===== src/rtl/ppu_pkg.sv =====
// Shared float-format sizes, special-class encoding and scheduler FSM states
// for the float decode scheduler.
package ppu_pkg;

    localparam int FLOAT_EXP_SIZE_64  = 11;
    localparam int FLOAT_MANT_SIZE_64 = 52;
    localparam int FLOAT_EXP_SIZE_32  = 8;
    localparam int FLOAT_MANT_SIZE_32 = 23;

    function automatic int float_exp_size(input int fsize);
        return (fsize == 32) ? FLOAT_EXP_SIZE_32 : FLOAT_EXP_SIZE_64;
    endfunction

    function automatic int float_mant_size(input int fsize);
        return (fsize == 32) ? FLOAT_MANT_SIZE_32 : FLOAT_MANT_SIZE_64;
    endfunction

    typedef enum logic [1:0] {
        SPC_NORMAL = 2'b00,
        SPC_ZERO   = 2'b01,
        SPC_INF    = 2'b10,
        SPC_NAN    = 2'b11
    } float_special_e;

    typedef enum logic [0:0] {
        ST_EMPTY = 1'b0,
        ST_FULL  = 1'b1
    } sched_state_e;

endpackage


===== src/rtl/float_decode_scheduler_rr_arbiter.sv =====
// Round-robin arbiter: combinational one-hot grant starting at rr_ptr,
// pointer advances past the winner on each accept.
module rr_arbiter #(
    parameter int N_REQ = 2,
    localparam int IW   = $clog2(N_REQ)
) (
    input  logic             clk,
    input  logic             rst_n,
    input  logic [N_REQ-1:0] req,
    input  logic             accept,
    output logic [N_REQ-1:0] grant,
    output logic [IW-1:0]    grant_idx,
    output logic             any_req
);

    logic [IW-1:0] rr_ptr_q, rr_ptr_d;
    logic [IW:0]   sum;
    logic [IW-1:0] idx;
    logic          found;

    assign any_req = |req;

    always_comb begin
        grant     = '0;
        grant_idx = '0;
        found     = 1'b0;
        sum       = '0;
        idx       = '0;
        for (int i = 0; i < N_REQ; i++) begin
            sum = {1'b0, rr_ptr_q} + (IW+1)'(i);
            if (sum >= (IW+1)'(N_REQ)) begin
                sum = sum - (IW+1)'(N_REQ);
            end
            idx = sum[IW-1:0];
            if (!found && req[idx]) begin
                found      = 1'b1;
                grant[idx] = 1'b1;
                grant_idx  = idx;
            end
        end
    end

    always_comb begin
        rr_ptr_d = rr_ptr_q;
        if (accept) begin
            rr_ptr_d = (grant_idx == IW'(N_REQ-1)) ? '0 : grant_idx + 1'b1;
        end
    end

    always_ff @(posedge clk or negedge rst_n) begin
        if (!rst_n) begin
            rr_ptr_q <= '0;
        end else begin
            rr_ptr_q <= rr_ptr_d;
        end
    end

endmodule


===== src/rtl/float_decode_scheduler.sv =====
// Time-multiplexed IEEE float decoder shared by N_REQ requesters with a
// one-entry output slot. Define FLOAT_DEC_SPECIAL_EN to add out_special.
module float_decode_scheduler
    import ppu_pkg::*;
#(
    parameter int FSIZE = 64,
    parameter int N_REQ = 2
) (
    input  logic                                    clk,
    input  logic                                    rst_n,
    input  logic [N_REQ-1:0]                        req_valid,
    input  logic [N_REQ*FSIZE-1:0]                  req_bits,
    output logic [N_REQ-1:0]                        req_ready,
    output logic                                    out_valid,
    input  logic                                    out_ready,
    output logic                                    out_sign,
    output logic signed [float_exp_size(FSIZE)-1:0] out_exp,
    output logic [float_mant_size(FSIZE)-1:0]       out_frac,
    output logic [$clog2(N_REQ)-1:0]                out_id
`ifdef FLOAT_DEC_SPECIAL_EN
    ,
    output logic [1:0]                              out_special
`endif
);

    localparam int EXP_W  = float_exp_size(FSIZE);
    localparam int MANT_W = float_mant_size(FSIZE);
    localparam int IW     = $clog2(N_REQ);
    localparam logic [EXP_W-1:0] EXP_BIAS = {1'b0, {(EXP_W-1){1'b1}}};

    sched_state_e              state_q, state_d;
    logic                      slot_free, accept, any_req;
    logic [N_REQ-1:0]          grant;
    logic [IW-1:0]             grant_idx;
    logic [FSIZE-1:0]          sel_bits;
    logic [EXP_W-1:0]          biased_exp;
    logic                      sign_q, sign_d;
    logic signed [EXP_W-1:0]   exp_q, exp_d;
    logic [MANT_W-1:0]         frac_q, frac_d;
    logic [IW-1:0]             id_q, id_d;

    // Slot is free when empty or when the held result leaves this cycle.
    assign slot_free = rst_n && ((state_q == ST_EMPTY) || out_ready);
    assign accept    = slot_free && any_req;
    assign req_ready = slot_free ? grant : '0;

    rr_arbiter #(.N_REQ(N_REQ)) u_arb (
        .clk       (clk),
        .rst_n     (rst_n),
        .req       (req_valid),
        .accept    (accept),
        .grant     (grant),
        .grant_idx (grant_idx),
        .any_req   (any_req)
    );

    always_comb begin
        sel_bits = '0;
        for (int i = 0; i < N_REQ; i++) begin
            if (grant[i]) begin
                sel_bits = req_bits[i*FSIZE +: FSIZE];
            end
        end
    end

    assign biased_exp = sel_bits[FSIZE-2 -: EXP_W];

    always_comb begin
        state_d = state_q;
        sign_d  = sign_q;
        exp_d   = exp_q;
        frac_d  = frac_q;
        id_d    = id_q;
        if (state_q == ST_EMPTY) begin
            if (accept) state_d = ST_FULL;
        end else begin
            if (out_ready && !accept) state_d = ST_EMPTY;
        end
        // Subnormals intentionally use the same unbiasing, no normalisation.
        if (accept) begin
            sign_d = sel_bits[FSIZE-1];
            exp_d  = signed'(biased_exp - EXP_BIAS);
            frac_d = sel_bits[MANT_W-1:0];
            id_d   = grant_idx;
        end
    end

    always_ff @(posedge clk or negedge rst_n) begin
        if (!rst_n) begin
            state_q <= ST_EMPTY;
            sign_q  <= 1'b0;
            exp_q   <= '0;
            frac_q  <= '0;
            id_q    <= '0;
        end else begin
            state_q <= state_d;
            sign_q  <= sign_d;
            exp_q   <= exp_d;
            frac_q  <= frac_d;
            id_q    <= id_d;
        end
    end

    assign out_valid = (state_q == ST_FULL);
    assign out_sign  = sign_q;
    assign out_exp   = exp_q;
    assign out_frac  = frac_q;
    assign out_id    = id_q;

`ifdef FLOAT_DEC_SPECIAL_EN
    float_special_e special_q, special_d;

    always_comb begin
        special_d = special_q;
        if (accept) begin
            if (biased_exp == '0) begin
                special_d = SPC_ZERO;
            end else if (biased_exp == '1) begin
                special_d = (sel_bits[MANT_W-1:0] == '0) ? SPC_INF : SPC_NAN;
            end else begin
                special_d = SPC_NORMAL;
            end
        end
    end

    always_ff @(posedge clk or negedge rst_n) begin
        if (!rst_n) begin
            special_q <= SPC_NORMAL;
        end else begin
            special_q <= special_d;
        end
    end

    assign out_special = special_q;
`endif

endmodule


===== config.mk =====
export PLATFORM = sky130hd
export DESIGN_NAME = float_decode_scheduler
export DESIGN_NICKNAME = d
export VERILOG_FILES = /design/src/rtl/ppu_pkg.sv /design/src/rtl/float_decode_scheduler_rr_arbiter.sv /design/src/rtl/float_decode_scheduler.sv
export SDC_FILE = /design/constraint.sdc
export NUM_CORES = 1
export LEC_CHECK = 0
export BUFFER_PORTS_ARGS = -buffer_cell sky130_fd_sc_hd__buf_2
export CAP_MARGIN = 20
export CORE_UTILIZATION = 47
export CTS_CLUSTER_SIZE = 25
export DETAILED_ROUTE_END_ITERATION = 12
export GPL_TIMING_DRIVEN = 0
export HOLD_SLACK_MARGIN = 0.1
export PLACE_DENSITY = 0.95
export SYNTH_ARGS = -nofsm -noshare
export SYNTH_HDL_FRONTEND = slang
export SYNTH_HIERARCHICAL = 1
export SYNTH_SLANG_ARGS = --single-unit

===== constraint.sdc =====
create_clock -name clk -period 3.95 [get_ports clk]
set_input_delay 0.1975 -clock clk [delete_from_list [all_inputs] [get_ports clk]]
set_output_delay 0.1975 -clock clk [all_outputs]
set_load 0.005 [all_outputs]

==> impl_metrics.env, run 1 <==
export IMPL_place_area_sq_mm=0.00439
export IMPL_cp_max_fo=10
export IMPL_fp_dieArea_sq_mm=0.00733
export IMPL_wl_per_cell_um=15.5
export IMPL_post_cts_setup_buffers=0
export IMPL_post_cts_resize_count=0
export IMPL_max_freq_mhz=308
export IMPL_die_h_um=85.6
export IMPL_hold_viol_final=0
export IMPL_fin_skew_ns=0.00438
export IMPL_fin_crit_ns=3.25
export IMPL_async_flop_share_pct=100
export IMPL_num_antenna_cells=0
export IMPL_path_class="register to register"
export IMPL_p_total_mw=1.93
export IMPL_rows=30
export IMPL_syn_to_final_growth_pct=39.8
export IMPL_switching_power_uw=589
export IMPL_arrival_ns=3.47
export IMPL_holdWs_ns=0.118
export IMPL_io_buffers=200
export IMPL_status="completed"
export IMPL_clockBufferDepth=2
export IMPL_clockRootBuffer="clkbuf_8"
export IMPL_grtUsageMet2_pct=50.8
export IMPL_hold_class="input pin to register"
export IMPL_gp_congestion=0.840
export IMPL_seq_area_frac_synth_pct=51.0
export IMPL_cpPeakStageDelay_ns=0.45
export IMPL_vias=3583
export IMPL_ys_ff_latch=67
export IMPL_antenna_found_initial=0
export IMPL_critPathCaptureType="register"
export IMPL_drt_iter0_drc=170
export IMPL_drive_gt1_share_pct=39.9
export IMPL_synth_compound_area_share_pct=27.0
export IMPL_fin_crit_sh_pct=82.2
export IMPL_pwr_share_comb_pct=26.0
export IMPL_fin_nets=700
export IMPL_synthAdderAreaFrac_pct=0.381
export IMPL_fin_ws_ns=0.702
export IMPL_use_met1_pct=34.4
export IMPL_grt_total_usage_pct=28.2
export IMPL_dp_hpwl_um=7650
export IMPL_totalWireLength_um=10100
export IMPL_busiest_layer="met2"
export IMPL_grt_ovfl_total=0
export IMPL_cts_buffers=9
export IMPL_rsz0062_at_grt="no"
export IMPL_post_drt_via_cell_ratio=5.50
export IMPL_slowest_stage="clkbuf_1"
export IMPL_route_detailed_drc=0
export IMPL_fin_tns_setup_ns=0
export IMPL_switching_share_pct=30.5
export IMPL_use_met3_pct=5.58
export IMPL_p_seq_share_pct=44.9
export IMPL_synth_nets=488
export IMPL_final_area_sq_mm=0.00459
export IMPL_tritoncts="built"
export IMPL_setup_violations=0
export IMPL_min_from="req_valid[1]"
export IMPL_n_fill_cell=590
export IMPL_ys_warn_count=6
export IMPL_start_util_pct=48.6
export IMPL_core_area_sq_mm=0.00676
export IMPL_post_place_ws_ns=0.770
export IMPL_grt_pass1_vias=3485
export IMPL_synth_area_sq_mm=0.00328
export IMPL_cts_htree_levels=3
export IMPL_clock_sinks=67
export IMPL_synthSimpleGateAreaFrac_pct=16.8
export IMPL_synth_edff_count=0
export IMPL_synth_top_family_by_area="compound AO/OA/AOI/OAI gates"
export IMPL_intPower_mw=1.34
export IMPL_power_leakage_nw=2.38
export IMPL_power_density_mw_per_mm2=420
export IMPL_io_pins=201
export IMPL_drtAntennaViolNets=0
export IMPL_synth_ff_type="dfrtp_1"
export IMPL_path_common_cell="clkbuf_1"
export IMPL_slew_violations=0
export IMPL_relSlewSlack_pct=43.1
export IMPL_cp_required_ns=4.17
export IMPL_fp_dieW_um=85.6
export IMPL_clk_insertion_delay_late_ns=0.34
export IMPL_start_kind="register"
export IMPL_path_cells="nand2b_4 -> and2_1 -> and2b_1 -> clkbuf_1 -> clkbuf_1 -> a22o_1 -> ha_1 -> inv_1 -> a21oi_1 -> a311oi_1 -> a221o_1"
export IMPL_synth_avg_cell_area_sq_um=9.28
export IMPL_grt_max_degree=71
export IMPL_maxCapViolCount=0
export IMPL_peakVddDrop_uv=271
export IMPL_tightestPinTransition_ns=0.854
export IMPL_grt_pass1_wl_um=16200
export IMPL_clkTransAtPathRegs_ns=0.07
export IMPL_synth_mux_area_share_pct=0
export IMPL_synthCells=354
export IMPL_drt_first_pass_iters=5
export IMPL_clockPowerShare_pct=29.1
export IMPL_synth_xor_area_share_pct=0.800
export IMPL_synth_cell_types=41
export IMPL_cts_hold_buffers=1
==> path summary, 6_finish.rpt <==
| path | end | slack, ns | cells past startpoint |
|---|---|---|---|
| max in group asynchronous | out_frac[47] | 2.86 | 2 |
| max | out_exp[8] | 0.70 | 11 |
| min in group asynchronous | out_frac[31] | 0.53 | 2 |
| max reg2reg | out_exp[8] | 0.70 | 11 |
| min reg2reg | out_id | 0.47 | 2 |
| min | register | 0.12 | 2 |
==> cell families (layout without fill, tap and decap cells) <==
| kind of cell | after synthesis | after routing |
|---|---|---|
| and+or+nand+nor | 118 | 118 |
| AOI/OAI and AO/OA | 135 | 135 |
| DFF | 67 | 67 |
| adders and majority gates | 1 | 1 |
| buffers and inverters | 30 | 247 |
| xor gates and xnor gates | 3 | 3 |
==> area by class of cell <==
class	count	area (sq um)	share of cell area [%]
flip-flops and latches	67	1680	36.5
multi-input cells	257	1480	32.2
repair buffers	201	1010	22.1
clock buffers	11	141	3.08
plain buffers	28	121	2.64
well taps	80	100	2.18
clock inverters	5	52.6	1.14
inverters	2	7.51	0.163
==> layer usage <==
metal / up-vias / wire (um)
met3: 9 / 576
met1: 1713 / 4260
met2: 152 / 5160
met4: 0 / 90
met5: - / 0
li1: 1709 / -
==> metrics by stage <==
stage | instances | utilization, %
after floorplan | 354 | -
after global placement | 634 | 64.9
after detailed placement | 634 | 64.9
after CTS | 651 | 68.0
after global routing | 651 | 68.0
final | 651 | 68.0
==> synthesized netlist by cell type (all sizes together), types with 3 or more instances <==
cell / n / share of area, %
nand2: 83 / 9.5
dfrtp: 67 / 51
o21ai: 60 / 9.3
a22oi: 55 / 13
clkbuf: 18 / 2.1
buf: 10 / 1.6
and2: 6 / 1.1
nand3: 6 / 1.1
nand3b: 5 / 1.1
a31oi: 4 / 1.2
and3: 4 / 0.76
nand4b: 3 / 0.80
o31ai: 3 / 0.69
==> critical path, delay by kind of cell (launching register included) <==
| kind | cells | cell delay, ns |
|---|---|---|
| buffers and inverters | 3 | 0.94 |
| AOI/OAI and AO/OA | 4 | 1.02 |
| DFF | 1 | 0.41 |
| and+or+nand+nor | 3 | 0.63 |
| adders and majority gates | 1 | 0.14 |
==> power by group through the flow <==
stage          Combinational, mW  Clock (mW)  Sequential, mW
2_1_floorplan              0.215           0           0.887
3_3_place_gp               0.481           0           0.871
3_5_place_dp               0.502           0           0.878
4_1_cts                    0.504       0.575           0.865
5_1_grt                    0.559       0.612           0.880
6_report                   0.502       0.560           0.866
==> cell usage in the layout, fill, tap and decap left out, drive strengths merged, types with 3 or more instances in the layout <==
| cell | n |
|---|---|
| buf | 210 |
| nand2 | 83 |
| dfrtp | 67 |
| o21ai | 60 |
| a22oi | 55 |
| clkbuf | 29 |
| and2 | 6 |
| nand3 | 6 |
| nand3b | 5 |
| and3 | 4 |
| a31oi | 4 |
| nand4b | 3 |
| o31ai | 3 |
| clkinv | 3 |
==> sequential cells by signal, indices dropped and copies added, names as in the netlist, named ones only <==
| name | flops |
|---|---|
| out_id | 1 |
| out_valid | 1 |
| out_exp | 11 |
| out_frac | 52 |
| out_sign | 1 |
No activity file was read; power rests on OpenSTA's default activity.
==> run 2, diff against run 1 <==
- CORE_UTILIZATION: 47 -> 43
- PLACE_DENSITY: 0.95 -> 0.89
- clock period: 3.95 -> 3 ns (I/O delays scaled with it)
==> run 2 against run 1 <==
  * Critical endpoint unchanged
  * First-iteration DRC count shrank 16%
  * Non-clock buffer count is 5 higher
  * Global-route usage decreased by 3.3 points
  * Wire length shrank 0.62%
  * Clock skew is 0.0024 ns higher
==> impl_metrics.env, run 2 (synthesis gave the netlist of run 1 again) <==
export IMPL_status="completed"
export IMPL_clock_sinks=67
export IMPL_cts_buffers=9
export IMPL_relSlewSlack_pct=47.2
export IMPL_vias=3586
export IMPL_grt_pass1_wl_um=15000
export IMPL_clockPowerShare_pct=28.4
export IMPL_gp_congestion=0.857
export IMPL_dp_hpwl_um=7500
export IMPL_drt_iter0_drc=142
export IMPL_peakVddDrop_uv=249
export IMPL_io_pins=201
export IMPL_slowest_stage="dfrtp_1"
export IMPL_syn_to_final_growth_pct=42.5
export IMPL_final_area_sq_mm=0.00468
export IMPL_rsz0062_at_grt="no"
export IMPL_post_cts_setup_buffers=0
export IMPL_p_total_mw=2.51
export IMPL_tightestPinTransition_ns=0.793
export IMPL_clk_insertion_delay_late_ns=0.34
export IMPL_max_freq_mhz=361
export IMPL_met2WireLength_um=5080
export IMPL_path_delay_family="buffers and inverters"
export IMPL_switching_share_pct=30.4
export IMPL_dr_max_layer_used="met4"
export IMPL_grt_ovfl_total=0
export IMPL_dr_wl_met3_um=737
export IMPL_path_common_cell="clkbuf_4"
export IMPL_cp_max_fo=10
export IMPL_hold_viol_final=0
export IMPL_layout_common_cells="buf_2 (204), nand2_1 (83), dfrtp_1 (67)"
export IMPL_fin_ws_ns=0.231
export IMPL_fp_dieW_um=89.4
export IMPL_post_drt_via_cell_ratio=5.31
export IMPL_antenna_found_initial=0
export IMPL_grt_max_degree=71
export IMPL_drive_gt1_share_pct=40.1
export IMPL_power_leakage_nw=2.41
export IMPL_switching_power_uw=763
export IMPL_fp_dieArea_sq_mm=0.00799
export IMPL_post_place_ws_ns=-0.126
export IMPL_clkTransAtPathRegs_ns=0.07
export IMPL_fin_crit_sh_pct=92.3
export IMPL_clockRootBuffer="clkbuf_8"
export IMPL_grt_pass1_vias=3271
export IMPL_die_h_um=89.4
export IMPL_drt_first_pass_iters=4
export IMPL_slew_violations=0
export IMPL_cpPeakStageDelay_ns=0.40
export IMPL_path_class="register to register"
export IMPL_pwr_share_comb_pct=26.3
export IMPL_fin_nets=705
export IMPL_clockBufferDepth=2
export IMPL_core_area_sq_mm=0.00733
export IMPL_maxCapViolCount=0
export IMPL_cp_required_ns=3.22
export IMPL_regArea_sq_mm=0.00168
export IMPL_cts_htree_levels=3
export IMPL_fin_skew_ns=0.00683
export IMPL_p_seq_share_pct=45.4
export IMPL_intPower_mw=1.75
export IMPL_largest_reg_flops=52
export IMPL_drt_met1_wl_um=4000
export IMPL_critPathBufInv=5
export IMPL_grt_total_usage_pct=24.8
export IMPL_layout_commonest_cell="buf_2"
export IMPL_fin_crit_ns=2.77
export IMPL_n_fill_cell=645
export IMPL_critPathCaptureType="register"
export IMPL_num_antenna_cells=0
export IMPL_totalWireLength_um=10000
export IMPL_setup_violations=0
export IMPL_rows=31
export IMPL_route_detailed_drc=0
export IMPL_place_area_sq_mm=0.00441
export IMPL_multi_input_area_sq_mm=0.00149
export IMPL_start_util_pct=44.8
export IMPL_path_cells="nand2b_4 -> and2_2 -> buf_6 -> buf_2 -> clkbuf_4 -> clkbuf_4 -> a22o_1 -> ha_1 -> inv_1 -> a21oi_2 -> and3_1 -> a221o_1"
export IMPL_power_density_mw_per_mm2=537
export IMPL_hold_class="input pin to register"
export IMPL_tritoncts="built"
export IMPL_io_buffers=200
export IMPL_arrival_ns=2.99
export IMPL_wl_per_cell_um=14.9
export IMPL_start_kind="register"
export IMPL_drtAntennaViolNets=0
==> run 2: cell type report <==
type	count	share of cell area, %
clock buffer	11	2.81
buffer	27	2.65
tap	99	2.65
sequential	67	35.8
clock inverter	5	1.15
timing repair buffer	207	23.0
multi-input combinational	257	31.7
inverter	2	0.160
==> run 2: timing repair <==
action / in CTS / in global routing
gates cloned: 0 / 0
hold endpoints to repair: 73 / 0
hold buffers: 7 / 0
gates resized for setup: 2 / 5
endpoints found under the setup margin: 3 / 49
==> run 2: power groups by stage <==
stage                     Combinational, mW  Sequential (mW)  Clock [mW]
after floorplan                       0.283             1.17           0
after global placement                0.633             1.15           0
after detailed placement              0.654             1.16           0
after CTS                             0.663             1.14       0.732
after global routing                  0.748             1.16       0.770
final                                 0.660             1.14       0.713
==> run 2: per-layer routing <==
layer,up-vias,GRT usage [%]
met1,1678,28.8
met4,0,10.7
met3,22,5.82
li1,1724,-
met5,-,0
met2,162,43.9
==> run 2: path summary, 6_finish.rpt <==
kind	start	endpoint	slack, ns	cells past startpoint
setup / recovery	register	out_exp[8]	0.23	12
hold / removal	req_bits[10]	out_frac[10]	0.10	3
setup reg to reg	register	out_exp[8]	0.23	12
hold reg to reg	out_frac[6]	out_frac[6]	0.48	2
max in group asynchronous	rst_n	out_exp[4]	2.19	2
min in group asynchronous	rst_n	out_frac[29]	0.39	2
==> run 2: tightest hold or removal path, stage by stage <==
cell     delay [ns]
buf_2          0.07
a22oi_1        0.05
o21ai_0        0.13
==> run 2: per-stage QoR <==
step	setup TNS, ns	std cells	utilization, %	hold WS [ns]
after floorplan	0	354	-	-0.146
after global placement	-11.10	653	60.1	0.405
after detailed placement	-0.186	653	60.2	0.310
after CTS	0	675	63.7	0.102
after global routing	0	675	63.8	0.113
final	0	675	63.8	0.103
==> run 3, diff against run 2 <==
- CORE_UTILIZATION: 43 -> 39
- PLACE_DENSITY: 0.89 -> 0.86
- clock period: 3 -> 2.4 ns (I/O delays scaled with it)
==> run 3 against run 2 <==
  * The run now ends with negative hold slack left
  * Setup slack worse by 0.14 ns
  * Combinational power rose by 45%
  * Via count up 11%
  * Cell count grew 9.9%
  * Total power is 37% higher
  * Critical path depth fell by 1
  * Fmax is 20% higher
  * Cell area is 15% higher
  * Utilization up 1.8 points
  * Wire length rose by 20%
  * Sequential share of layout area down 4.6 points
  * Highest routed layer unchanged
==> impl_metrics.env, run 3 (synthesis gave the netlist of run 1 again) <==
export IMPL_status="complete, but fails checks"
export IMPL_failed_checks="negative hold slack"
export IMPL_max_freq_mhz=433
export IMPL_vias=3998
export IMPL_post_drt_via_cell_ratio=5.39
export IMPL_peakVddDrop_uv=339
export IMPL_grt_max_degree=71
export IMPL_setup_violations=0
export IMPL_rows=33
export IMPL_fp_dieW_um=93.8
export IMPL_io_pins=201
export IMPL_final_area_sq_mm=0.00536
export IMPL_start_util_pct=40.2
export IMPL_num_antenna_cells=0
export IMPL_fp_dieArea_sq_mm=0.00879
export IMPL_critPathCaptureType="register"
export IMPL_clockBufferDepth=2
export IMPL_path_class="register to register"
export IMPL_clock_sinks=67
export IMPL_dp_cells=659
export IMPL_r2r_end="out_exp[8]"
export IMPL_fin_util_pct=65.6
export IMPL_path_common_cell="buf_8"
export IMPL_grt_pass1_vias=3799
export IMPL_place_area_sq_mm=0.00443
export IMPL_fin_skew_ns=0.00904
export IMPL_route_detailed_drc=0
export IMPL_hold_class="input pin to async pin"
export IMPL_holdWs_ns=-0.251
export IMPL_arrival_ns=2.53
export IMPL_power_leakage_nw=2.69
export IMPL_drt_first_pass_iters=5
export IMPL_grt_ovfl_total=0
export IMPL_start_kind="register"
export IMPL_relSlewSlack_pct=57.9
export IMPL_totalWireLength_um=12100
export IMPL_power_density_mw_per_mm2=643
export IMPL_reg2reg_slack_ns=0.09
export IMPL_clk_insertion_delay_late_ns=0.34
export IMPL_drt_iter0_drc=234
export IMPL_largest_reg_flops=52
export IMPL_n_fill_cell=674
export IMPL_cp_max_fo=10
export IMPL_core_area_sq_mm=0.00818
export IMPL_antenna_found_initial=0
export IMPL_slowest_stage="dfrtp_1"
export IMPL_tightestPinTransition_ns=0.631
export IMPL_tritoncts="built"
export IMPL_p_total_mw=3.45
export IMPL_io_buffers=200
export IMPL_path_cells="nand2b_4 -> and2_4 -> and2b_1 -> buf_8 -> buf_8 -> a22o_1 -> ha_1 -> inv_2 -> a21oi_4 -> and3_1 -> a221o_1"
export IMPL_cp_required_ns=2.62
export IMPL_cts_buffers=9
export IMPL_fin_crit_ns=2.31
export IMPL_drive_gt1_share_pct=38.0
export IMPL_dp_hpwl_um=7890
export IMPL_slew_violations=0
export IMPL_cts_htree_levels=3
export IMPL_wl_per_cell_um=16.3
export IMPL_drtAntennaViolNets=0
export IMPL_layout_commonest_cell="buf_2"
export IMPL_maxCapViolCount=0
export IMPL_cpPeakStageDelay_ns=0.38
export IMPL_fin_crit_sh_pct=96.2
export IMPL_die_h_um=93.8
export IMPL_clkTransAtPathRegs_ns=0.08
export IMPL_instances_no_fill=742
export IMPL_fin_nets=766
export IMPL_syn_to_final_growth_pct=63.3
export IMPL_clockRootBuffer="clkbuf_8"
export IMPL_hold_viol_final=67
export IMPL_reg2reg_depth=11
export IMPL_grt_total_usage_pct=27.0
export IMPL_grt_pass1_wl_um=18100
export IMPL_fin_tns_setup_ns=0
export IMPL_cts_hold_buffers=64
export IMPL_gp_congestion=0.891
export IMPL_rsz0062_at_grt="no"
export IMPL_layout_common_cells="buf_2 (204), nand2_1 (83), dfrtp_1 (67)"
## run 3: cell count changes in the layout (fill, tap and decap cells not counted), moves of 2 or more
cell | previous run | this run
buf_4 | 0 | 6
clkinv_2 | 3 | 1
dlygate4sd3_1 | 7 | 64
clkbuf_1 | 18 | 12
clkinvlp_4 | 0 | 2
buf_8 | 0 | 2
clkbuf_4 | 2 | 0
clkbuf_2 | 1 | 4
## run 3: what timing repair did
action	4_1_cts	5_1_grt
cloned	0	0
pin swaps	0	1
endpoints found under the hold margin	107	67
endpoints found under the setup margin	4	52
gates resized for setup	7	13
buffers inserted	0	5
## run 3: area by class of cell
cell class / count / area, sq um / area share (%)
Inverter: 2 / 7.51 / 0.140
Multi-Input combinational cell: 257 / 1490 / 27.8
Clock buffer: 10 / 138 / 2.57
Clock inverter: 6 / 88.8 / 1.66
Timing Repair Buffer: 269 / 1690 / 31.4
Buffer: 26 / 143 / 2.66
Sequential cell: 67 / 1680 / 31.3
Tap cell: 105 / 131 / 2.45
## run 3: how the worst max path moves through the flow
stage	from	endpoint	slack [ns]	cells past startpoint
after floorplan	register	out_exp[8]	0.008	12
after global routing	register	out_frac[11]	0.00003	8
after global placement	rst_n	out_exp[9]	-0.84	6
after detailed placement	register	out_exp[8]	-0.31	10
after CTS	register	out_exp[8]	0.004	11
final	register	out_exp[8]	0.09	11
## run 3: routing by layer
| layer | vias up | routed length, um | global-route usage, % | share of wire, % |
|---|---|---|---|---|
| li1 | 1849 | - | - | - |
| met1 | 1908 | 4630 | 30.7 | 38 |
| met2 | 202 | 6300 | 49.3 | 52 |
| met3 | 39 | 792 | 5.10 | 6.6 |
| met4 | 0 | 363 | 10.8 | 3.0 |
| met5 | - | 0 | 0 | 0 |
## run 3: report_power, final
group	switching, mW	internal (mW)
registers	0.105	1.32
logic	0.481	0.477
clock network	0.451	0.613
## run 3: critical path: cells and delay by family (launching register included)
family	cells	cell delay (ns)
AOI/OAI and AO/OA	3	0.52
adders and majority gates	1	0.18
buffers and inverters	3	0.37
DFF	1	0.38
and+or+nand+nor	4	0.73
## run 3: per-stage QoR
stage	hold WS, ns	setup slack, ns
floorplan	-0.176	0.00831
global placement	0.378	-0.838
detailed placement	0.292	-0.308
CTS	-0.0880	0.00391
global route	-0.191	0.0000320
finish	-0.251	0.0909
